<file path="src/rtl/usb_tx_pkg.sv">
// Shared types and constants for the USB full-speed transmit line encoder.
// Line levels are packed as {D+, D-}.
package usb_tx_pkg;

    typedef enum logic [2:0] {
        IDLE  = 3'd0,
        SYNC  = 3'd1,
        DATA  = 3'd2,
        EOP1  = 3'd3,
        EOP2  = 3'd4,
        EOP_J = 3'd5
    } tx_state_e;

    localparam logic [1:0] LINE_J   = 2'b10;
    localparam logic [1:0] LINE_K   = 2'b01;
    localparam logic [1:0] LINE_SE0 = 2'b00;

    localparam logic [7:0] SYNC_BYTE_DEF = 8'h80;
    localparam int         STUFF_LEN_DEF = 6;

    function automatic logic [1:0] nrzi_line(input logic level_j);
        return level_j ? LINE_J : LINE_K;
    endfunction

endpackage

</file>
<file path="src/rtl/usb_tx_bitcnt.sv">
// Bit position counter within the byte being serialised; wrap_o flags the
// bit 7 position so the encoder knows the next emitted bit closes a byte.
module usb_tx_bitcnt (
    input  logic clk,
    input  logic n_rst,
    input  logic en_i,
    input  logic halt_i,
    input  logic clr_i,
    output logic wrap_o
);
    logic [2:0] cnt_q;

    always_ff @(posedge clk or negedge n_rst) begin
        if (!n_rst) begin
            cnt_q <= 3'd0;
        end else if (clr_i) begin
            cnt_q <= 3'd0;
        end else if (en_i && !halt_i) begin
            cnt_q <= cnt_q + 3'd1;
        end
    end

    assign wrap_o = (cnt_q == 3'd7);

endmodule

</file>
<file path="src/rtl/usb_tx_encoder.sv">
// USB full-speed transmit encoder: SYNC, LSB-first bytes, bit stuffing, NRZI
// and EOP, all stepped by the 12 MHz bit strobe.
module usb_tx_encoder
    import usb_tx_pkg::*;
#(
    parameter int         STUFF_LEN = STUFF_LEN_DEF,
    parameter logic [7:0] SYNC_BYTE = SYNC_BYTE_DEF
) (
    input  logic       clk,
    input  logic       n_rst,
    input  logic       bit_tick,
    input  logic       tx_start,
    input  logic [7:0] tx_data,
    input  logic       tx_data_valid,
    input  logic       tx_last,
    output logic       tx_data_ready,
    output logic       dplus_out,
    output logic       dminus_out,
    output logic       tx_busy,
    output logic       tx_done,
    output logic       tx_error
);
    tx_state_e  state_q;
    logic       pending_q;
    logic       busy_q;
    logic       fin_q;
    logic       lvl_j_q;
    logic       ready_q;
    logic       done_q;
    logic       err_q;
    logic [1:0] line_q;
    logic [2:0] stuff_cnt_q;
    logic [7:0] shreg_q;
    logic       last_q;

    logic       active;
    logic       start_tick;
    logic       stuff_now;
    logic       shift_d;
    logic       emit_d;
    logic       wrap;
    logic       boundary_d;
    logic       load_d;
    logic       data_bit_d;
    logic       lvl_j_d;
    logic [2:0] stuff_cnt_d;

    assign active      = (state_q == SYNC) || (state_q == DATA);
    assign start_tick  = bit_tick && (state_q == IDLE) && pending_q;
    assign stuff_now   = active && (stuff_cnt_q == 3'(STUFF_LEN));
    assign shift_d     = bit_tick && active && !stuff_now && !fin_q;
    assign emit_d      = start_tick || shift_d;
    // A byte boundary fetches a new byte unless the byte just finished was the last.
    assign boundary_d  = shift_d && wrap && ((state_q == SYNC) || !last_q);
    assign load_d      = boundary_d && tx_data_valid;
    assign data_bit_d  = start_tick ? SYNC_BYTE[0] : shreg_q[0];
    assign lvl_j_d     = data_bit_d ? lvl_j_q : ~lvl_j_q;
    assign stuff_cnt_d = !data_bit_d ? 3'd0 :
                         start_tick  ? 3'd1 : stuff_cnt_q + 3'd1;

    usb_tx_bitcnt u_bitcnt (
        .clk    (clk),
        .n_rst  (n_rst),
        .en_i   (emit_d),
        .halt_i (stuff_now),
        .clr_i  (!(active || start_tick)),
        .wrap_o (wrap)
    );

    // Payload shift register is data only and carries no reset.
    always_ff @(posedge clk) begin
        if (start_tick) begin
            shreg_q <= SYNC_BYTE >> 1;
        end else if (load_d) begin
            shreg_q <= tx_data;
            last_q  <= tx_last;
        end else if (shift_d) begin
            shreg_q <= shreg_q >> 1;
        end
    end

    always_ff @(posedge clk or negedge n_rst) begin
        if (!n_rst) begin
            state_q     <= IDLE;
            pending_q   <= 1'b0;
            busy_q      <= 1'b0;
            fin_q       <= 1'b0;
            lvl_j_q     <= 1'b1;
            line_q      <= LINE_J;
            stuff_cnt_q <= 3'd0;
            ready_q     <= 1'b0;
            done_q      <= 1'b0;
            err_q       <= 1'b0;
        end else begin
            ready_q <= 1'b0;
            done_q  <= 1'b0;
            err_q   <= 1'b0;
            if (tx_start && !busy_q) begin
                pending_q <= 1'b1;
                busy_q    <= 1'b1;
            end
            if (emit_d) begin
                lvl_j_q     <= lvl_j_d;
                line_q      <= nrzi_line(lvl_j_d);
                stuff_cnt_q <= stuff_cnt_d;
            end
            if (bit_tick) begin
                case (state_q)
                    IDLE: begin
                        if (pending_q) begin
                            pending_q <= 1'b0;
                            state_q   <= SYNC;
                        end
                    end
                    SYNC, DATA: begin
                        if (stuff_now) begin
                            lvl_j_q     <= ~lvl_j_q;
                            line_q      <= nrzi_line(~lvl_j_q);
                            stuff_cnt_q <= 3'd0;
                        end else if (fin_q) begin
                            fin_q   <= 1'b0;
                            state_q <= EOP1;
                            line_q  <= LINE_SE0;
                        end else if (boundary_d) begin
                            if (tx_data_valid) begin
                                ready_q <= 1'b1;
                                state_q <= DATA;
                            end else begin
                                err_q <= 1'b1;
                                fin_q <= 1'b1;
                            end
                        end else if (wrap) begin
                            fin_q <= 1'b1;
                        end
                    end
                    EOP1: begin
                        state_q <= EOP2;
                        line_q  <= LINE_SE0;
                    end
                    EOP2: begin
                        state_q <= EOP_J;
                        line_q  <= LINE_J;
                        lvl_j_q <= 1'b1;
                    end
                    EOP_J: begin
                        state_q <= IDLE;
                        busy_q  <= 1'b0;
                        done_q  <= 1'b1;
                    end
                    default: state_q <= IDLE;
                endcase
            end
        end
    end

    assign dplus_out     = line_q[1];
    assign dminus_out    = line_q[0];
    assign tx_busy       = busy_q;
    assign tx_done       = done_q;
    assign tx_error      = err_q;
    assign tx_data_ready = ready_q;

endmodule

</file>
<file path="config.mk">
export PLATFORM = sky130hd
export DESIGN_NAME = usb_tx_encoder
export DESIGN_NICKNAME = d
export VERILOG_FILES = /design/src/rtl/usb_tx_pkg.sv /design/src/rtl/usb_tx_bitcnt.sv /design/src/rtl/usb_tx_encoder.sv
export SDC_FILE = /design/constraint.sdc
export NUM_CORES = 1
export LEC_CHECK = 0
export BUFFER_PORTS_ARGS = -buffer_cell sky130_fd_sc_hd__buf_2
export CAP_MARGIN = 20
export CORE_MARGIN = 2
export CORE_UTILIZATION = 58
export CTS_BUF_LIST = sky130_fd_sc_hd__clkbuf_2 sky130_fd_sc_hd__clkbuf_4 sky130_fd_sc_hd__clkbuf_8
export CTS_CLUSTER_SIZE = 14
export DETAILED_ROUTE_END_ITERATION = 16
export GPL_TIMING_DRIVEN = 0
export PLACE_DENSITY = 0.78
export SLEW_MARGIN = 20
export SYNTH_ARGS = -nofsm -noshare
export SYNTH_HDL_FRONTEND = slang
export SYNTH_HIERARCHICAL = 1
export SYNTH_SLANG_ARGS = --single-unit
</file>
<file path="constraint.sdc">
create_clock -name clk -period 5.85 [get_ports clk]
set_clock_uncertainty 0.15 [all_clocks]
set_input_delay 0.585 -clock clk [delete_from_list [all_inputs] [get_ports clk]]
set_output_delay 0.585 -clock clk [all_outputs]
set_load 0.01 [all_outputs]
</file>
==> impl_metrics.py, run 1 <==
metrics = {
    "status": {
        "outcome": "completed",
    },
    "yosys": {
        "yosysTopAreaCell": "dfrtp_1",
        "synth.avg_cell_area_um2": 9.53,
        "ys_types": 49,
        "synth_top_area_share_pct": 26.3,
        "synth_most_common_cell": "dfrtp_1",
        "ys.flop_type": "dfrtp_1",
        "synthCells": 160,
        "synth_edf_count": 1,
        "syn_area_um2": 1530,
        "yosys-top-cells-area": "dfrtp_1, dfxtp_1, nor2_1",
        "synth_nets": 178,
        "async_flop_share_pct": 66.7,
        "ys_ff_latch": 27,
        "yosysSeqAreaShare_pct": 42.2,
        "yosysWarnings": 6,
        "synth.top_cells.by_count": "dfrtp_1, nor2_1, nand3_1",
    },
    "clocking": {
        "post_cts_buffers": 0,
        "cts_root_buf": "clkbuf_4",
        "clk_pin_slew_ns": 0.15,
        "cts_tree": "built",
        "cts_buffers": 3,
        "cts_max_level": 1,
        "clk_latency_ns": 0.33,
        "cts_max_path_buffers": 2,
        "cts_resized": 0,
        "hold_buffers": 0,
        "clock_sinks": 27,
    },
    "global_routing": {
        "grt_first_pass_wirelength_um": 5780,
        "antenna_found_initial": 0,
        "grt.overflow.total": 0,
        "grt_max_degree": 19,
        "grt_pass1_vias": 1344,
        "grtUsageTotal_pct": 23.3,
    },
    "drt": {
        "wl_per_cell_um": 15.6,
        "wl_um": 3310,
        "dr.first_iter.drc_count": 46,
        "vias": 1294,
        "via_per_inst": 6.10,
        "antenna_left": 0,
        "drtPass1Iterations": 4,
        "drc": 0,
    },
    "die": {
        "fp-row-count": 18,
        "core_area_um2": 2480,
        "die_height_um": 55.3,
        "die_x_um": 55.3,
        "num_io_pins": 20,
        "start_util_pct": 61.6,
        "die_area_um2": 3060,
    },
    "placement": {
        "gp_congestion": 0.866,
        "placed_cells": 208,
        "numPortBuffers": 18,
        "dpl.hpwl_um": 2480,
    },
    "setup_path": {
        "slowest_delay_ns": 0.60,
        "crit_type": "register to register",
        "cp_max_fo": 10,
        "arrival_ns": 2.53,
        "crit_path_start_kind": "register",
        "worstPathRequired_ns": 5.93,
        "cp_slowest_cell": "xnor2_1",
        "worstPathCellList": "xnor2_1 > nor3_4 > nor2_1 > inv_1 > nor2b_4 > mux2_4",
        "crit_path_end_kind": "register",
    },
    "timing": {
        "fin_tns_setup_ns": 0,
        "hold_violations": 0,
        "worstMarginPinSlew_ns": 0.796,
        "slew_headroom_pct": 46.5,
        "period_needed_ns": 2.45,
        "max_freq_ghz": 0.408,
        "slew_violations": 0,
        "post-route-period-util_pct": 41.9,
        "setup_viol": 0,
        "grt_setup_unrepaired": "false",
    },
    "layout": {
        "final_nets": 201,
        "drive_gt1_share_pct": 19.8,
        "fin_cells": 212,
        "fin_util_pct": 67.8,
        "n_antenna_cell": 0,
        "area_delta_synth_final_pct": 10.2,
    },
    "power_and_ir_drop": {
        "peakVddDrop_mv": 0.321,
        "powerDensity_nw_per_um2": 459,
        "power.leakage_uw": 0.000720,
    },
    "worst_hold_path": {
        "hold_class": "input pin to asynchronous set/reset pin",
    },
    "run": {
        "drv_cap": 0,
    },
}
## cell type report
type | count | area [um^2]
fill | 218 | 797
multi-input combinational | 116 | 806
clock buffer | 3 | 22.5
inverter | 8 | 30.0
buffer | 9 | 46.3
tap | 30 | 37.5
timing repair buffer | 18 | 90.1
sequential | 27 | 643
clock inverter | 1 | 5.00
## metal layers
metal | up-vias | routed length [um] | GRT usage (%)
met5 | - | 0 | 0
met4 | 0 | 39 | 9.76
met2 | 46 | 1690 | 39.5
li1 | 627 | - | -
met1 | 616 | 1390 | 30.0
met3 | 5 | 186 | 3.04
## registers in the layout (all words and copies together) (netlist names), 2 cells and up
signal	count
u_bitcnt/cnt_q	3
line_q	2
shreg_q	8
state_q	3
stuff_cnt_q	3
## cell families after synthesis
group / synth area share [%]
multiplexers: 2.95
AO/OA/AOI/OAI: 21.9
XOR/XNOR: 1.15
AND/OR/NAND/NOR: 23.5
adder cells (fa/ha/maj): 3.28
flip-flops: 42.2
buffers and inverters: 5.00
## report_power, final
group	total [uW]	leakage [uW]	internal [uW]	switching, uW
sequential	294	0.000302	251	42.1
clock	82.3	0.0000177	25.7	56.6
combinational	395	0.000401	175	220
## worst max-delay path: cells and delay by family, from the launching register on
| kind | cells | cell delay (ns) |
|---|---|---|
| multiplexers | 1 | 0.32 |
| AND/OR/NAND/NOR | 3 | 0.71 |
| flip-flops | 1 | 0.43 |
| XOR/XNOR | 1 | 0.60 |
| buffers and inverters | 1 | 0.13 |
## worst paths after layout
kind / startpoint / endpoint / slack [ns] / cells after the start
max in group asynchronous: n_rst / line_q[1]$_DFF_PN1_ / 5.22 / 1
min: n_rst / stuff_cnt_q[2]$_DFF_PN0_ / 0.005 / 1
min in group clk: tx_last / last_q$_DFFE_PP_ / 0.27 / 1
max reg2reg: state_q[1]$_DFFE_PN0P_ / u_bitcnt/cnt_q[0]$_DFFE_PN0P_ / 3.40 / 6
min reg2reg: shreg_q[1]$_SDFFE_PP0P_ / shreg_q[0]$_SDFFE_PP0P_ / 0.35 / 2
max: state_q[1]$_DFFE_PN0P_ / u_bitcnt/cnt_q[0]$_DFFE_PN0P_ / 3.40 / 6
## through the flow
stage               power (uW)  hold WS (ns)  setup WS [ns]  cell area [um^2]
floorplan                  595         0.139           3.56              1530
global placement           667         0.312           3.30              1650
detailed placement         688         0.315           3.26              1650
CTS                        767        0.0137           3.39              1680
global route               836       0.00405           3.18              1680
finish                     771       0.00520           3.40              1680
## layout by cell type, fill, tap and decap left out, types with 6 or more instances in the layout
master,Yosys,final
buf_2,4,22
dfrtp_1,16,16
nor2_1,15,15
nand3_1,9,9
nand2_1,8,8
inv_1,8,8
a21oi_1,8,8
dfxtp_1,8,8
nand2b_1,7,7
o21ai_0,6,6
Note: power is estimated with default switching activity, not from simulation.
==> run 2: changes to the inputs <==
==> constraint.sdc (replaced) <==
create_clock -name clk -period 2.5 [get_ports clk]
set_clock_uncertainty 0.15 [all_clocks]
set_input_delay 0.25 -clock clk [delete_from_list [all_inputs] [get_ports clk]]
set_output_delay 0.25 -clock clk [all_outputs]
set_load 0.01 [all_outputs]
==> run 2 against run 1 <==
Via count rose by 4.4%. The run now ends with hold timing left. Register-to-register slack worse by 3.2 ns. Setup slack worse by 3.2 ns. Largest power group unchanged.
==> impl_metrics.py, run 2 (synthesis results as in run 1) <==
metrics = {
    "status": {
        "outcome": "finished with violations",
        "violations": "hold timing",
    },
    "power_and_ir_drop": {
        "switching_power_uw": 780,
        "peakVddDrop_mv": 0.750,
        "intPower_uw": 1110,
        "p_clk_share_pct": 10.5,
        "switching_share_pct": 41.4,
        "seq_power_share_pct": 36.7,
        "finalPower_uw": 1890,
        "power.leakage_uw": 0.000781,
        "powerDensity_nw_per_um2": 1050,
        "pwr-share-comb_pct": 52.8,
    },
    "drt": {
        "antenna_left": 0,
        "via_per_inst": 6.03,
        "wl_met1_um": 1550,
        "vias": 1351,
        "wl_um": 3630,
        "wl_met2_um": 1880,
        "wl_met3_um": 142,
        "drtPass1Iterations": 4,
        "dr.first_iter.drc_count": 42,
        "wl_per_cell_um": 16.2,
        "top_layer_used": "met4",
        "drc": 0,
    },
    "global_routing": {
        "grt_pass1_vias": 1395,
        "grtUsageTotal_pct": 24.4,
        "grt_first_pass_wirelength_um": 6010,
        "antenna_found_initial": 0,
        "grt_max_degree": 19,
        "grt.overflow.total": 0,
    },
    "setup_path": {
        "cpMostUsedCell": "inv_1",
        "crit_buf_inv": 2,
        "worstPathCellList": "inv_1 > ha_1 > a21o_1 > nor3_4 > nor2_2 > inv_1 > nor2b_4 > mux2_4",
        "crit_path_start_kind": "register",
        "worstPathRequired_ns": 2.59,
        "cp_slowest_cell": "dfrtp_1",
        "crit_path_end_kind": "register",
        "critPathTopFamily": "simple AND/OR/NAND/NOR gates",
        "cp_max_fo": 7,
        "arrival_ns": 2.40,
        "crit_type": "register to register",
        "slowest_delay_ns": 0.42,
    },
    "clocking": {
        "clk_latency_ns": 0.34,
        "cts_max_level": 1,
        "clock_sinks": 27,
        "cts_tree": "built",
        "cts_root_buf": "clkbuf_4",
        "cts_buffers": 3,
        "cts_max_path_buffers": 2,
        "clk_pin_slew_ns": 0.15,
    },
    "layout": {
        "final_nets": 213,
        "drive_gt1_share_pct": 21.1,
        "final_cell_mix": "buf_2, dfrtp_1, nor2_1",
        "fin_util_pct": 72.8,
        "n_antenna_cell": 0,
        "area_delta_synth_final_pct": 18.2,
        "largest_reg_flops": 8,
        "top_register": "shreg_q",
        "layout_commonest_cell": "buf_2",
    },
    "timing": {
        "fin_tns_setup_ns": 0,
        "setup_viol": 0,
        "holdWs_ns": -0.000238,
        "grt_setup_unrepaired": "false",
        "post-route-period-util_pct": 92.6,
        "period_needed_ns": 2.31,
        "setup_slack_ns": 0.185,
        "worstMarginPinSlew_ns": 0.842,
        "max_freq_ghz": 0.432,
        "hold_violations": 1,
        "slew_violations": 0,
        "slew_headroom_pct": 43.4,
    },
    "die": {
        "die_x_um": 55.3,
        "core_area_um2": 2480,
        "die_height_um": 55.3,
        "fp-row-count": 18,
        "die_area_um2": 3060,
        "num_io_pins": 20,
        "start_util_pct": 61.6,
    },
    "run": {
        "drv_cap": 0,
    },
    "worst_hold_path": {
        "hold_class": "input pin to register",
    },
    "placement": {
        "dp_slack_ns": 0.0553,
        "dpl.hpwl_um": 2480,
        "numPortBuffers": 18,
        "gp_congestion": 0.866,
    },
}
-- run 2: through the flow --
stage / cells / instance area (um^2)
6_report: 224 / 1800
5_1_grt: 224 / 1800
4_1_cts: 219 / 1750
3_3_place_gp: 208 / 1650
3_5_place_dp: 208 / 1650
2_1_floorplan: 160 / 1530
-- run 2: worst paths after layout --
path	from	to	slack [ns]	cells past startpoint
worst max-delay path	stuff_cnt_q[0]$_DFF_PN0_	u_bitcnt/cnt_q[0]$_DFFE_PN0P_	0.19	8
worst min-delay path	tx_data[0]	shreg_q[0]$_SDFFE_PP0P_	-0.0002	3
worst max register to register	stuff_cnt_q[0]$_DFF_PN0_	u_bitcnt/cnt_q[0]$_DFFE_PN0P_	0.19	8
worst min register to register	shreg_q[1]$_SDFFE_PP0P_	shreg_q[0]$_SDFFE_PP0P_	0.35	2
max in group asynchronous	n_rst	line_q[1]$_DFF_PN1_	1.67	2
min in group asynchronous	n_rst	stuff_cnt_q[2]$_DFF_PN0_	0.20	2
-- run 2: worst register-to-register path, cell delays in order (launching register included) --
cell and delay, ns:
dfrtp_1 0.42, inv_1 0.07, ha_1 0.26, a21o_1 0.27, nor3_4 0.31, nor2_2 0.13, inv_1 0.12, nor2b_4 0.19
mux2_4 0.31
-- run 2: layout make-up --
type | count | area [um^2]
Buffer | 9 | 46.3
Clock buffer | 3 | 22.5
Clock inverter | 1 | 5.00
Fill cell | 200 | 674
Inverter | 8 | 30.0
Multi-Input combinational cell | 116 | 816
Sequential cell | 27 | 643
Tap cell | 30 | 37.5
Timing Repair Buffer | 30 | 203
-- run 2: power by group through the flow --
stage	clock network (uW)	registers, uW	logic [uW]
after floorplan	0	682	709
after global placement	0	686	875
after detailed placement	0	697	913
after CTS	191	686	927
after global routing	218	708	1110
final	197	692	996
-- run 2: routing by layer --
layer	up-vias	global-route usage, %
met2	43	42.0
li1	651	-
met1	648	30.0
met3	9	3.51
met4	0	11.5
met5	-	0
-- run 2: timing repair --
action,CTS,global route
hold buffers,7,2
endpoints found under the setup margin,0,3
hold endpoints to repair,24,2
gates resized for setup,0,2
setup buffers,0,3
==> run 3: changes to the inputs <==
--- a/config.mk
+++ b/config.mk
@@ -14,6 +14,7 @@
 export DETAILED_ROUTE_END_ITERATION = 16
 export GPL_TIMING_DRIVEN = 0
 export PLACE_DENSITY = 0.78
+export RECOVER_POWER = 25
 export SLEW_MARGIN = 20
 export SYNTH_ARGS = -nofsm -noshare
 export SYNTH_HDL_FRONTEND = slang
==> run 3 against run 2 <==
The flow now finishes without violations. Final area hardly changed. Register-to-register slack hardly changed. Critical endpoint unchanged. Wire length is 0.19% higher. Critical path type unchanged. Hold slack better by 0.00093 ns. Highest routed layer unchanged.
==> impl_metrics.py, run 3 (synthesis results as in run 1) <==
metrics = {
    "clocking": {
        "clk_latency_ns": 0.34,
        "cts_buffers": 3,
        "cts_root_buf": "clkbuf_4",
        "cts_max_path_buffers": 2,
        "clock_sinks": 27,
        "cts_tree": "built",
        "clk_pin_slew_ns": 0.15,
        "cts_max_level": 1,
    },
    "power_and_ir_drop": {
        "power.leakage_uw": 0.000778,
        "powerDensity_nw_per_um2": 1050,
        "peakVddDrop_mv": 0.750,
    },
    "setup_path": {
        "crit_type": "register to register",
        "cp_max_fo": 7,
        "arrival_ns": 2.41,
        "crit_path_start_kind": "register",
        "crit_path_end_kind": "register",
        "worstPathRequired_ns": 2.59,
    },
    "global_routing": {
        "antenna_found_initial": 0,
        "grt_first_pass_wirelength_um": 6010,
        "grtUsageTotal_pct": 24.4,
        "grt.overflow.total": 0,
        "grt_max_degree": 19,
        "grt_pass1_vias": 1395,
    },
    "drt": {
        "antenna_left": 0,
        "via_per_inst": 6.04,
        "wl_um": 3630,
        "drtPass1Iterations": 4,
        "vias": 1352,
        "drc": 0,
        "dr.first_iter.drc_count": 45,
        "wl_per_cell_um": 16.2,
    },
    "timing": {
        "holdWs_ns": 0.000689,
        "period_needed_ns": 2.32,
        "max_freq_ghz": 0.431,
        "worstMarginPinSlew_ns": 0.998,
        "grt_setup_unrepaired": "false",
        "slew_violations": 0,
        "hold_violations": 0,
        "slew_headroom_pct": 33.4,
        "fin_tns_setup_ns": 0,
        "post-route-period-util_pct": 92.8,
        "setup_viol": 0,
    },
    "die": {
        "core_area_um2": 2480,
        "die_height_um": 55.3,
        "die_area_um2": 3060,
        "start_util_pct": 61.6,
        "fp-row-count": 18,
        "die_x_um": 55.3,
        "num_io_pins": 20,
    },
    "layout": {
        "final_nets": 213,
        "fin_cells": 224,
        "multi_input_area_um2": 816,
        "area_delta_synth_final_pct": 18.1,
        "drive_gt1_share_pct": 20.6,
        "regArea_um2": 643,
        "largest_reg_flops": 8,
        "layout_commonest_cell": "buf_2",
        "n_fill_cell": 201,
        "final_cell_mix": "buf_2, dfrtp_1, nor2_1",
        "top_register": "shreg_q",
        "n_antenna_cell": 0,
    },
    "placement": {
        "numPortBuffers": 18,
        "dpl.hpwl_um": 2480,
        "gp_congestion": 0.866,
        "placed_cells": 208,
    },
    "worst_hold_path": {
        "hold_class": "input pin to register",
    },
    "status": {
        "outcome": "completed",
    },
    "run": {
        "drv_cap": 0,
    },
}
==> run 3: changes by cell type in the layout (fill, tap and decap cells not counted) <==
cell and delta:
buf_2 -1, clkbuf_1 +1
==> run 3: final timing paths <==
path,start,end,slack (ns),cells past startpoint
min,tx_data[0],shreg_q[0]$_SDFFE_PP0P_,0.0007,3
max in group asynchronous,n_rst,tx_error$_DFF_PN0_,1.18,2
max,stuff_cnt_q[0]$_DFF_PN0_,u_bitcnt/cnt_q[0]$_DFFE_PN0P_,0.18,8
max reg2reg,stuff_cnt_q[0]$_DFF_PN0_,u_bitcnt/cnt_q[0]$_DFFE_PN0P_,0.18,8
min reg2reg,shreg_q[1]$_SDFFE_PP0P_,shreg_q[0]$_SDFFE_PP0P_,0.35,2
min in group asynchronous,n_rst,stuff_cnt_q[2]$_DFF_PN0_,0.42,2
==> run 3: report_power, final <==
part / internal (uW) / switching, uW / total [uW]
clock: 60.2 / 137 / 197
combinational: 457 / 540 / 997
sequential: 588 / 104 / 693
==> run 3: cell type report <==
cell class                      instances  share of cell area (%)
Buffer                                  9                    2.57
Clock buffer                            3                    1.25
Clock inverter                          1                   0.278
Inverter                                8                    1.67
Multi-Input combinational cell        116                    45.3
Sequential cell                        27                    35.7
Tap cell                               30                    2.08
Timing Repair Buffer                   30                    11.2
==> run 3: worst max-delay path, stage by stage, from the launching register on <==
cell	delay (ns)
dfrtp_1	0.42
inv_1	0.07
ha_1	0.26
a21o_1	0.27
nor3_4	0.31
nor2_2	0.13
inv_1	0.12
nor2b_4	0.18
mux2_4	0.31
==> run 3: metrics by stage <==
step | util [%] | power [uW] | worst slack (ns) | area [um^2]
after floorplan | - | 1390 | 0.414 | 1530
final | 72.7 | 1890 | 0.179 | 1800
after CTS | 70.7 | 1800 | 0.0360 | 1750
after global routing | 72.7 | 2030 | 0.0250 | 1800
after global placement | 66.7 | 1560 | 0.0597 | 1650
after detailed placement | 66.7 | 1610 | 0.0553 | 1650
==> run 3: routing by layer <==
layer | global-route usage [%] | share of wire, %
met2 | 42.0 | 52
met5 | 0 | 0
met4 | 11.5 | 1.5
met3 | 3.51 | 4.0
met1 | 30.0 | 42
==> run 3: timing repair <==
action / CTS / global route
setup endpoints to repair: 0 / 3
hold endpoints to repair: 24 / 2
resized for setup: 0 / 2
hold buffers: 7 / 2
buffers inserted: 0 / 3
